$ cat config.mk
export PLATFORM = sky130hd
export DESIGN_NAME = led_pattern_ctrl
export DESIGN_NICKNAME = d
export VERILOG_FILES = /design/src/rtl/led_pattern_ctrl.sv
export SDC_FILE = /design/constraint.sdc
export NUM_CORES = 1
export LEC_CHECK = 0
export CAP_MARGIN = 25
export CORE_ASPECT_RATIO = 1.1
export CORE_MARGIN = 1
export CORE_UTILIZATION = 58
export DETAILED_ROUTE_END_ITERATION = 8
export HOLD_SLACK_MARGIN = 0.03
export PLACE_DENSITY = 0.78
export SETUP_SLACK_MARGIN = 0.4
export SYNTH_ARGS = -nofsm -noshare
export SYNTH_HDL_FRONTEND = slang
export SYNTH_SLANG_ARGS = --single-unit
$ cat constraint.sdc
create_clock -name Clk50M -period 2.35 [get_ports Clk50M]
set_input_delay 0.47 -clock Clk50M [delete_from_list [all_inputs] [get_ports Clk50M]]
set_output_delay 0.47 -clock Clk50M [all_outputs]
set_load 0.03 [all_outputs]
$ cat src/rtl/led_pattern_ctrl.sv
// Four-mode LED pattern stepper driven by an external tick, with a debounced mode button.
// Optional long-press freeze is built only when KEY_LONG_PRESS_EN is defined.
module led_pattern_ctrl #(
  parameter int DEB_CNT  = 1_000_000,
  parameter int LONG_CNT = 50_000_000
) (
  input  logic       Clk50M,
  input  logic       Rst_n,
  input  logic       tick,
  input  logic       key_n,
  output logic [3:0] led,
  output logic [1:0] mode,
  output logic       frozen
);

  // state  | meaning
  // FLOW   | one-hot rotates left each tick
  // BLINK  | all four LEDs invert each tick
  // BOUNCE | one-hot walks up to 1000, then back down to 0001
  // BIN    | LEDs count up in binary each tick
  typedef enum logic [1:0] {FLOW = 2'd0, BLINK = 2'd1, BOUNCE = 2'd2, BIN = 2'd3} mode_e;

  localparam int DEB_W = $clog2(DEB_CNT + 1);

  if (DEB_CNT < 1 || LONG_CNT < 1) begin : g_param_chk
    $error("led_pattern_ctrl: DEB_CNT and LONG_CNT must be at least 1");
  end

  logic             key_s1, key_s;
  logic             key_db, key_db_d;
  logic [DEB_W-1:0] deb_cnt;
  logic             press;
  logic             frozen_q;

  mode_e      mode_q, mode_nxt;
  logic [3:0] led_q, led_nxt;
  logic       dir_dn, dir_dn_nxt;

  // Down-counter is reloaded whenever key_s agrees with key_db, so any bounce restarts the window.
  always_ff @(posedge Clk50M or negedge Rst_n) begin
    if (!Rst_n) begin
      key_s1   <= 1'b1;
      key_s    <= 1'b1;
      key_db   <= 1'b1;
      key_db_d <= 1'b1;
      deb_cnt  <= '0;
    end else begin
      key_s1   <= key_n;
      key_s    <= key_s1;
      key_db_d <= key_db;
      if (key_s == key_db) begin
        deb_cnt <= DEB_W'(DEB_CNT - 1);
      end else if (deb_cnt == '0) begin
        key_db  <= key_s;
        deb_cnt <= DEB_W'(DEB_CNT - 1);
      end else begin
        deb_cnt <= deb_cnt - DEB_W'(1);
      end
    end
  end

  assign press = key_db_d & ~key_db;

`ifdef KEY_LONG_PRESS_EN
  localparam int HOLD_W = $clog2(LONG_CNT + 1);
  logic [HOLD_W-1:0] hold_cnt;

  // Saturates at LONG_CNT so one hold toggles frozen exactly once.
  always_ff @(posedge Clk50M or negedge Rst_n) begin
    if (!Rst_n) begin
      hold_cnt <= '0;
      frozen_q <= 1'b0;
    end else if (key_db) begin
      hold_cnt <= '0;
    end else if (hold_cnt != HOLD_W'(LONG_CNT)) begin
      hold_cnt <= hold_cnt + HOLD_W'(1);
      if (hold_cnt == HOLD_W'(LONG_CNT - 1)) frozen_q <= ~frozen_q;
    end
  end
`else
  assign frozen_q = 1'b0;
`endif

  function automatic logic [3:0] init_pat(input mode_e m);
    case (m)
      BLINK:   init_pat = 4'b1111;
      BIN:     init_pat = 4'b0000;
      default: init_pat = 4'b0001;
    endcase
  endfunction

  always_ff @(posedge Clk50M or negedge Rst_n) begin
    if (!Rst_n) begin
      mode_q <= FLOW;
      led_q  <= 4'b0001;
      dir_dn <= 1'b0;
    end else begin
      mode_q <= mode_nxt;
      led_q  <= led_nxt;
      dir_dn <= dir_dn_nxt;
    end
  end

  // A press outranks a same-cycle tick; that tick is simply dropped.
  always_comb begin
    mode_nxt   = mode_q;
    led_nxt    = led_q;
    dir_dn_nxt = dir_dn;
    if (press) begin
      mode_nxt   = mode_e'(mode_q + 2'd1);
      led_nxt    = init_pat(mode_nxt);
      dir_dn_nxt = 1'b0;
    end else if (tick && !frozen_q) begin
      case (mode_q)
        FLOW:  led_nxt = {led_q[2:0], led_q[3]};
        BLINK: led_nxt = ~led_q;
        BOUNCE: begin
          if (!dir_dn) begin
            led_nxt = {led_q[2:0], 1'b0};
            if (led_nxt == 4'b1000) dir_dn_nxt = 1'b1;
          end else begin
            led_nxt = {1'b0, led_q[3:1]};
            if (led_nxt == 4'b0001) dir_dn_nxt = 1'b0;
          end
        end
        BIN:     led_nxt = led_q + 4'd1;
        default: led_nxt = led_q;
      endcase
    end
  end

  assign led    = led_q;
  assign mode   = mode_q;
  assign frozen = frozen_q;

endmodule

==> impl_metrics.sql <==
INSERT INTO impl_metrics (metric_group, metric, value, unit) VALUES
('worst_setup_path', 'rrSetupSlack', '0.43', 'ns'),
('drt', 'drc', '0', ''),
('floorplan', 'effective_utilization_at_floorplan', '61.8', '%'),
('worst_setup_path', 'critPathRequiredTime', '2.62', 'ns'),
('synthesis', 'synthDominantCellAreaShare', '37.5', '%'),
('global_routing', 'grt_usage', '23.9', '%'),
('worst_setup_path', 'critical_path.endpoint_type', 'flip-flop', ''),
('synthesis', 'syn_nets', '181', ''),
('worst_setup_path', 'setup.worst_path.start_class', 'flip-flop', ''),
('final_layout', 'num-nets-final', '204', ''),
('synthesis', 'seq_area_frac_synth', '45.1', '%'),
('cts', 'cts_root_buf', 'sky130_fd_sc_hd__clkbuf_4', ''),
('synthesis', 'synthFlopType', 'sky130_fd_sc_hd__dfrtp_1', ''),
('worst_setup_path', 'r2r-start', 'deb_cnt[15]', ''),
('cts', 'clk_path_buf_depth', '2', ''),
('drt', 'met3_length', '130', 'um'),
('drt', 'drt_iter0_drc', '33', ''),
('hold_path', 'min_from', 'key_s1', ''),
('drt', 'met2_wirelength', '1.72', 'mm'),
('sta', 'grt_setup_unrepaired', 'true', ''),
('sta', 'finalSetupViolCount', '0', ''),
('drt', 'dr_total_vias', '1339', ''),
('floorplan', 'die-area', '0.00321', 'mm^2'),
('cts', 'cts_tree', 'done', ''),
('sta', 'crit_share_post_route', '81.7', '%'),
('final_layout', 'layout.cell_area.non_filler', '0.00201', 'mm^2'),
('sta', 'max_freq', '521', 'MHz'),
('sta', 'fin_worst_skew', '0.0114', 'ns'),
('drt', 'antenna_left', '0', ''),
('drt', 'dr.pass1.iters', '4', ''),
('drt', 'dr.max_layer_used', 'met4', ''),
('drt', 'vias_per_cell', '5.95', ''),
('synthesis', 'post_synth_main_area_contributors', 'sky130_fd_sc_hd__dfrtp_1 (38%), sky130_fd_sc_hd__dfstp_2 (7.6%), sky130_fd_sc_hd__ha_1 (6.5%)', ''),
('global_routing', 'grt_start_max_net_pins', '32', ''),
('sta', 'slew_violations', '0', ''),
('synthesis', 'synth.most_common_cell', 'sky130_fd_sc_hd__dfrtp_1', ''),
('drt', 'wl', '3.36', 'mm'),
('final_layout', 'area_growth_syn_to_layout', '15.8', '%'),
('drt', 'avgRoutedWirePerCell', '15.0', 'um'),
('pwr', 'power.density', '525', 'mW/mm^2'),
('drt', 'detail_route.wirelength.met1', '1.47', 'mm'),
('hold_path', 'hold_class', 'reg2reg', ''),
('cts', 'clock_tree.htree_level_count', '2', ''),
('sta', 'timing.final.crit_period', '1.92', 'ns'),
('cts', 'cts-buffers-inserted', '5', ''),
('run', 'max-cap-violations', '0', ''),
('pwr', 'vdd_drop_max', '0.448', 'mV'),
('worst_setup_path', 'criticalPathCategory', 'reg2reg', ''),
('synthesis', 'post_synth_most_frequent_cells', 'sky130_fd_sc_hd__dfrtp_1 (26), sky130_fd_sc_hd__nand2_1 (14), sky130_fd_sc_hd__nor2_1 (12), sky130_fd_sc_hd__nand3_1 (10)', ''),
('global_routing', 'globalRoute.totalOverflow', '0', ''),
('global_routing', 'via_count_of_the_first_global_routing_pass', '1280', ''),
('placement', 'place.port_buffers', '9', ''),
('cts', 'insertion_delay', '0.34', 'ns'),
('worst_setup_path', 'crit-reg2reg-capture', 'key_db', ''),
('floorplan', 'rows', '20', ''),
('synthesis', 'synth.ff_latch_count', '31', ''),
('synthesis', 'synth_top_area_cell', 'sky130_fd_sc_hd__dfrtp_1', ''),
('status', 'status', 'complete, no violations', ''),
('pwr', 'cellLeakagePower', '0.822', 'nW'),
('worst_setup_path', 'cp.buffers_inverters', '0', ''),
('floorplan', 'die_width', '54.1', 'um'),
('worst_setup_path', 'rr_worst_depth', '4', ''),
('cts', 'cts_sinks', '31', ''),
('synthesis', 'synthArstFlopShare', '100', '%'),
('worst_setup_path', 'crit_path_max_fo', '4', ''),
('hold_path', 'hold_path_depth', '0', ''),
('sta', 'tightestPinTransition', '0.709', 'ns'),
('worst_setup_path', 'path_cells', 'or3_4 > or3_4 > nor4_1 > mux2_2', ''),
('worst_setup_path', 'crit_path_max_incr_delay', '0.41', 'ns'),
('global_routing', 'grt_first_pass_wirelength', '5.47', 'mm'),
('hold_path', 'min_delay_worst_endpoint', 'key_s', '');
placed cells by master (no fill, tap or decap), drive strengths merged, types with 4 or more instances in the layout:
| cell type | count |
|---|---|
| nand2b | 4 |
| o21ai | 7 |
| o31ai | 5 |
| nand2 | 14 |
| clkbuf | 8 |
| xnor2 | 6 |
| nor4 | 4 |
| dfrtp | 26 |
| buf | 12 |
| or4 | 4 |
| nand3 | 11 |
| dlygate4sd2 | 5 |
| inv | 9 |
| ha | 9 |
| nor2 | 12 |
| a21oi | 5 |
| dfstp | 5 |
| xor2 | 8 |
| or3 | 4 |
worst reg2reg max path, stage by stage (launching register included):
cell and delay, ns:
sky130_fd_sc_hd__dfrtp_1 0.40, sky130_fd_sc_hd__or3_4 0.41, sky130_fd_sc_hd__or3_4 0.41, sky130_fd_sc_hd__nor4_1 0.27, sky130_fd_sc_hd__mux2_2 0.37
kinds of logic (layout without fill, tap and decap cells):
kind of cell / Yosys count / in the layout / synth area share (%)
fa+ha+maj: 9 / 9 / 6.50
buf+inv: 14 / 38 / 3.68
compound gates: 33 / 33 / 14.5
simple gates: 64 / 64 / 21.6
flops: 31 / 31 / 45.1
other cells: 1 / 1 / 0.216
xor+xnor: 14 / 14 / 7.08
mux: 2 / 2 / 1.30
area by class of cell:
cell class / instances / area, um^2
multi-input cells: 123 / 901
flip-flops and latches: 31 / 782
clock buffers: 8 / 68.8
well taps: 33 / 41.3
inverters: 9 / 33.8
fillers: 202 / 796
repair buffers: 21 / 180
layer usage:
| layer | up-vias | global-route usage, % |
|---|---|---|
| met4 | 0 | 9.89 |
| met2 | 36 | 40.9 |
| met1 | 651 | 27.3 |
| met5 | - | 0 |
| met3 | 4 | 6.92 |
| li1 | 648 | - |
how the worst max path moves through the flow:
stage                           start          end  slack, ns  cells after the start
after floorplan           deb_cnt[14]       key_db       0.51                      4
after global placement    deb_cnt[14]  deb_cnt[17]       0.37                      4
after detailed placement   deb_cnt[6]  deb_cnt[17]       0.29                      4
after CTS                 deb_cnt[15]  deb_cnt[17]       0.40                      5
after global routing      deb_cnt[15]       key_db       0.35                      4
final                     deb_cnt[15]       key_db       0.43                      4
sequential cells by signal (all words and copies together), names as in the netlist:
| register | cells |
|---|---|
| deb_cnt | 20 |
| key_db_d | 1 |
| key_s | 1 |
| key_db | 1 |
| led | 4 |
| dir_dn | 1 |
| key_s1 | 1 |
| mode | 2 |
stage by stage:
stage,worst slack [ns],util (%),cells
2_1_floorplan,0.507,-,168
3_3_place_gp,0.366,66.3,208
3_5_place_dp,0.291,66.3,208
4_1_cts,0.400,70.4,223
5_1_grt,0.346,71.6,225
6_report,0.430,71.6,225
power by group:
group	switching [mW]	total [mW]	leakage [nW]	internal [mW]
Clock	0.180	0.356	0.0386	0.176
Combinational	0.0679	0.117	0.432	0.0491
Sequential	0.0283	0.581	0.351	0.553
Total	0.277	1.05	0.822	0.778
repair_timing:
item / in CTS / in global routing
resized for setup: 5 / 4
buffers inserted: 7 / 2
endpoints found under the setup margin: 26 / 17
pin swaps: 5 / 4
hold buffers: 0 / 0
No activity file was read; power rests on OpenSTA's default activity.
==> variant 1 (same flow settings) <==
Put one more register stage on the output `led`, cleared by the reset. The value now appears one clock later. The other outputs are not delayed to match.
--- a/src/rtl/led_pattern_ctrl.sv
+++ b/src/rtl/led_pattern_ctrl.sv
@@ -129,7 +129,13 @@
     end
   end
 
-  assign led    = led_q;
+  always_ff @(posedge Clk50M or negedge Rst_n) begin
+    if (!Rst_n) begin
+      led <= '0;
+    end else begin
+      led <= led_q;
+    end
+  end
   assign mode   = mode_q;
   assign frozen = frozen_q;
 
Formal check against the unedited RTL: not equivalent (a bounded check fails within 4 cycles, from zero or initial values and one cycle with Rst_n low).
==> variant 1 against the original RTL <==
- synthesized area rose by 2.4%
- cell area rose by 9.5%
- routed wire length rose by 25%
- power rose by 13%
- sequential power rose by 14%
- sequential cell count rose by 4
- combinational power rose by 25%
- setup slack got worse by 110 ps
==> variant 1: results (changes against the original RTL) <==
antenna_found_initial: 0  # unchanged
hp-start: "key_s1$_DFF_PN1_"
fillers: 175  # -13%
grt_pass1_vias: 1348  # +5.3%
arrival_ps: 2310  # +120 ps
drt_iter0_drc: 56  # +70%
worst_pin_slew_ps: 601  # -108 ps
regToRegStartpoint: "deb_cnt[0]$_DFF_PN0_"
drt-pass1-iter-count: 4  # unchanged
synthFlopType: "dfrtp_1"
dp_slack_ps: 223  # -68.0 ps
ys_types: 45  # -2.2%
grt_max_degree: 36  # +13%
synth_warnings: 0  # unchanged
syn_nets: 186  # +2.8%
drive_gt1_share_pct: 24.7  # +6.0 points
ctsHtreeMaxLevel: 2  # unchanged
ir_worst_vdd_mv: 0.430  # -4.0%
ys_seq_area_share_pct: 49.7  # +4.6 points
antenna_cells: 0  # unchanged
wl_mm: 4.19  # +25%
hold_path_class: "register to register"
track_usage_pct: 27.2  # +3.3 points
grt_pass1_wl_mm: 6.19  # +13%
synth_commonest_cells: "30 x dfrtp_1, 15 x nand2_1, 13 x nor2_1"
port_buffers: 9  # unchanged
layout.nets: 210  # +2.9%
finClkSkew_ps: 12.5  # +1.06 ps
synth-async-reset-ratio_pct: 100  # unchanged
numCtsBuffers: 5  # unchanged
leakage_nw: 0.919  # +12%
gp_congestion: 0.829  # +8.1%
via_per_inst: 6.26  # +5.1%
crit_fanout: 4  # unchanged
cts.clk_slew.worst_paths_ps: 100
hpwl_mm: 2.44  # +8.6%
cts_buffer_depth: 2  # unchanged
status: "finished clean"
synth_area_leaders: "dfrtp_1 42%, dfstp_2 7.4%, ha_1 6.3%, xor2_1 4.4%, nand2_1 3.2%"
## variant 1: cell families after synthesis
kind of cell,count (synthesis),share of synthesized area [%]
buf+inv,16,4.09
mux,1,0.635
other cells,1,0.211
simple gates,63,18.8
flops,35,49.7
fa+ha+maj,9,6.35
xor+xnor,14,6.91
compound gates,34,13.3
## variant 1: power by group
group	switching, mW	internal [mW]
registers	0.0314	0.632
logic	0.0825	0.0638
clock network	0.205	0.176
total	0.319	0.872
## variant 1: layout make-up
cell class / instances / share of cell area, %
flip-flops and latches: 35 / 40.1
well taps: 33 / 1.88
repair buffers: 23 / 9.11
inverters: 9 / 1.54
clock buffers: 8 / 3.13
multi-input cells: 123 / 44.2
## variant 1: path summary, 6_finish.rpt
kind / depth (start not counted) / slack, ps / endpoint
worst max-delay path: 6 / 320 / key_db$_DFFE_PN1P_
worst min-delay path: 0 / 360 / key_s$_DFF_PN1_
worst max register to register: 6 / 320 / key_db$_DFFE_PN1P_
worst min register to register: 0 / 360 / key_s$_DFF_PN1_
max in group asynchronous: 2 / 1470 / key_s1$_DFF_PN1_
min in group asynchronous: 2 / 500 / deb_cnt[8]$_DFF_PN0_
## variant 1: critical path: stages, from the launching register on
cell	delay (ps)
dfrtp_1	410
inv_2	90
ha_4	120
or4b_1	430
or4_4	490
nor2_4	120
mux2_4	310
## variant 1: stage by stage
stage | std cells | area (µm²) | power (mW)
3_5_place_dp | 214 | 1920 | 0.795
2_1_floorplan | 173 | 1780 | 0.742
5_1_grt | 231 | 2200 | 1.24
6_report | 231 | 2200 | 1.19
3_3_place_gp | 214 | 1920 | 0.788
4_1_cts | 226 | 2050 | 1.18
## variant 1: timing repair
action / CTS / global route
hold buffers: 0 / 0
gates cloned: 0 / 1
pin swaps: 6 / 5
setup buffers: 4 / 4
resized for setup: 9 / 21
setup endpoints to repair: 21 / 23
## variant 1: layer usage
layer / up-vias / share of wire (%) / track usage, %
met5: - / 0 / 0
met4: 0 / 2.3 / 13.9
met3: 14 / 5.9 / 5.60
met2: 53 / 49 / 41.1
met1: 711 / 42 / 36.2
li1: 667 / - / -
==> variant 2 (config.mk and constraints unchanged) <==
Made on the original files. Build with the macro `KEY_LONG_PRESS_EN` defined.
--- a/src/rtl/led_pattern_ctrl.sv
+++ b/src/rtl/led_pattern_ctrl.sv
@@ -1,5 +1,7 @@
 // Four-mode LED pattern stepper driven by an external tick, with a debounced mode button.
 // Optional long-press freeze is built only when KEY_LONG_PRESS_EN is defined.
+`define KEY_LONG_PRESS_EN
+
 module led_pattern_ctrl #(
   parameter int DEB_CNT  = 1_000_000,
   parameter int LONG_CNT = 50_000_000
Formal check against the unedited RTL: same outputs for any inputs over 10 cycles, from zero or initial values and one cycle with Rst_n low; that may be too few to reach the edited logic, so the function may still have changed.
==> variant 2 against the original RTL <==
- clock power grew to 3.0 times the old value
- critical path depth grew 1
- cell area grew 95%
- routed wire length grew 110%
- setup slack lost 83 ps
- combinational power grew 11%
- power grew 110%
- global-route usage grew 2.1 points
- synthesized area grew 85%
- core utilization grew 1.3 points
- sequential cell count grew 27
- critical path type unchanged
==> variant 2: results (changes against the original RTL) <==
status: "finished clean"
fin_hold_ws_ps: 105  # -253 ps
synth_area_leaders: "dfrtp_1 41%, ha_1 4.3%, dfstp_2 4.1%, nor2_1 3.3%, xnor2_1 3.3%"
rrSetupSlack_ps: 350  # -80 ps
top_register: "hold_cnt"
synth_fa_ha_area_share_pct: 4.30  # -2.2 points
cpPeakStageDelay_ps: 540  # +130 ps
cts_root_buffer: "clkbuf_8"
hpwl_mm: 4.52  # +100%
fin_setup_tns_ps: 0  # unchanged
drive_gt1_share_pct: 25.6  # +6.8 points
dp_slack_ps: 311  # +19.9 ps
syn_nets: 349  # +93%
crit_fanout: 7  # +3
yosys-mux-area-fraction_pct: 1.41  # +0.11 points
cts.clk_slew.worst_paths_ps: 60  # -30 ps
fin_cells: 454  # +100%
arrival_ps: 2220  # +30 ps
synth_top_area_share_pct: 41.4  # +3.9 points
grt_pass1_vias: 2522  # +97%
ys_seq_area_share_pct: 45.5  # +0.38 points
fillers: 380  # +88%
grt_pass1_wl_mm: 11.5  # +110%
synthFlopType: "dfrtp_1"
reg2reg_to: "deb_cnt[15]$_DFF_PN0_"
hold_path_class: "input port to asynchronous set/reset pin"
drt_iter0_drc: 210  # +540%
finClkSkew_ps: 9.35  # -2.05 ps
ir_worst_vdd_mv: 0.423  # -5.5%
worst-r2r-cell-count: 5  # +1
synth_compound_area_share_pct: 13.1  # -1.4 points
layout.nets: 389  # +91%
ctsHtreeMaxLevel: 3  # +1
via_per_inst: 6.00  # +0.75%
synth_xor_area_share_pct: 6.29  # -0.79 points
syn_avg_cell_area_um2: 9.59  # -7.0%
crit_start: "deb_cnt[6]$_DFF_PN0_"
slowest_stage: "or4_4"
detail_route.wl_per_cell_um: 15.4  # +3.1%
largest_register_ffs: 26  # +30%
worst_pin_slew_ps: 800  # +90.9 ps
fin_crit_ps: 2000  # +82.9 ps
gp_congestion: 0.851  # +11%
leakage_nw: 1.57  # +91%
postPlaceCellArea_mm2: 0.00340  # +83%
cts_buffer_depth: 2  # unchanged
port_buffers: 10  # +1
dp.cells: 417  # +100%
numCtsBuffers: 9  # +4
ys_types: 52  # +13%
track_usage_pct: 26.0  # +2.1 points
synth_commonest_cells: "53 x dfrtp_1, 28 x nor2_1, 27 x nand2_1"
grt_max_degree: 24  # -25%
## variant 2: cell types whose count changed in the layout (fill, tap and decap cells not counted), moves of 6 or more
cell | before | now
nand4_1 | 0 | 13
dfrtp_1 | 26 | 41
xnor2_1 | 6 | 12
buf_4 | 11 | 28
or4_1 | 4 | 10
nand2_1 | 14 | 26
nor2_1 | 12 | 23
dfrtp_2 | 0 | 12
clkbuf_8 | 2 | 12
nor3_1 | 2 | 11
a21oi_1 | 5 | 18
## variant 2: per-layer routing
layer	up-vias	wire length, µm	track usage (%)
met5	-	0	0
met2	72	3480	42.5
li1	1302	-	-
met1	1333	3130	33.0
met4	0	113	10.8
met3	15	268	5.81
## variant 2: final cells by class
type | instances | area [µm²] | share of cell area [%]
multi-input combinational | 252 | 1730 | 44.3
sequential | 58 | 1470 | 37.7
timing repair buffer | 39 | 320 | 8.19
clock buffer | 12 | 165 | 4.22
tap | 75 | 93.8 | 2.40
clock inverter | 4 | 72.6 | 1.86
inverter | 14 | 52.6 | 1.34
## variant 2: report_power, final
| group | total (mW) | internal, mW | switching, mW |
|---|---|---|---|
| Clock | 1.08 | 0.682 | 0.398 |
| Combinational | 0.130 | 0.0482 | 0.0816 |
| Sequential | 1.04 | 1.02 | 0.0259 |
## variant 2: cells by family (layout without fill, tap and decap cells)
group / Yosys count / count (layout)
multiplexers: 4 / 4
flip-flops: 58 / 58
AND/OR/NAND/NOR: 151 / 151
buffers and inverters: 24 / 69
XOR/XNOR: 23 / 23
AO/OA/AOI/OAI: 63 / 63
adder cells (fa/ha/maj): 11 / 11
## variant 2: repair_timing
item                                   in CTS  in global routing
setup buffers                               5                 16
setup endpoints to repair                  30                 33
resized for setup                          11                 32
pin swaps                                   4                 10
endpoints found under the hold margin       0                  0
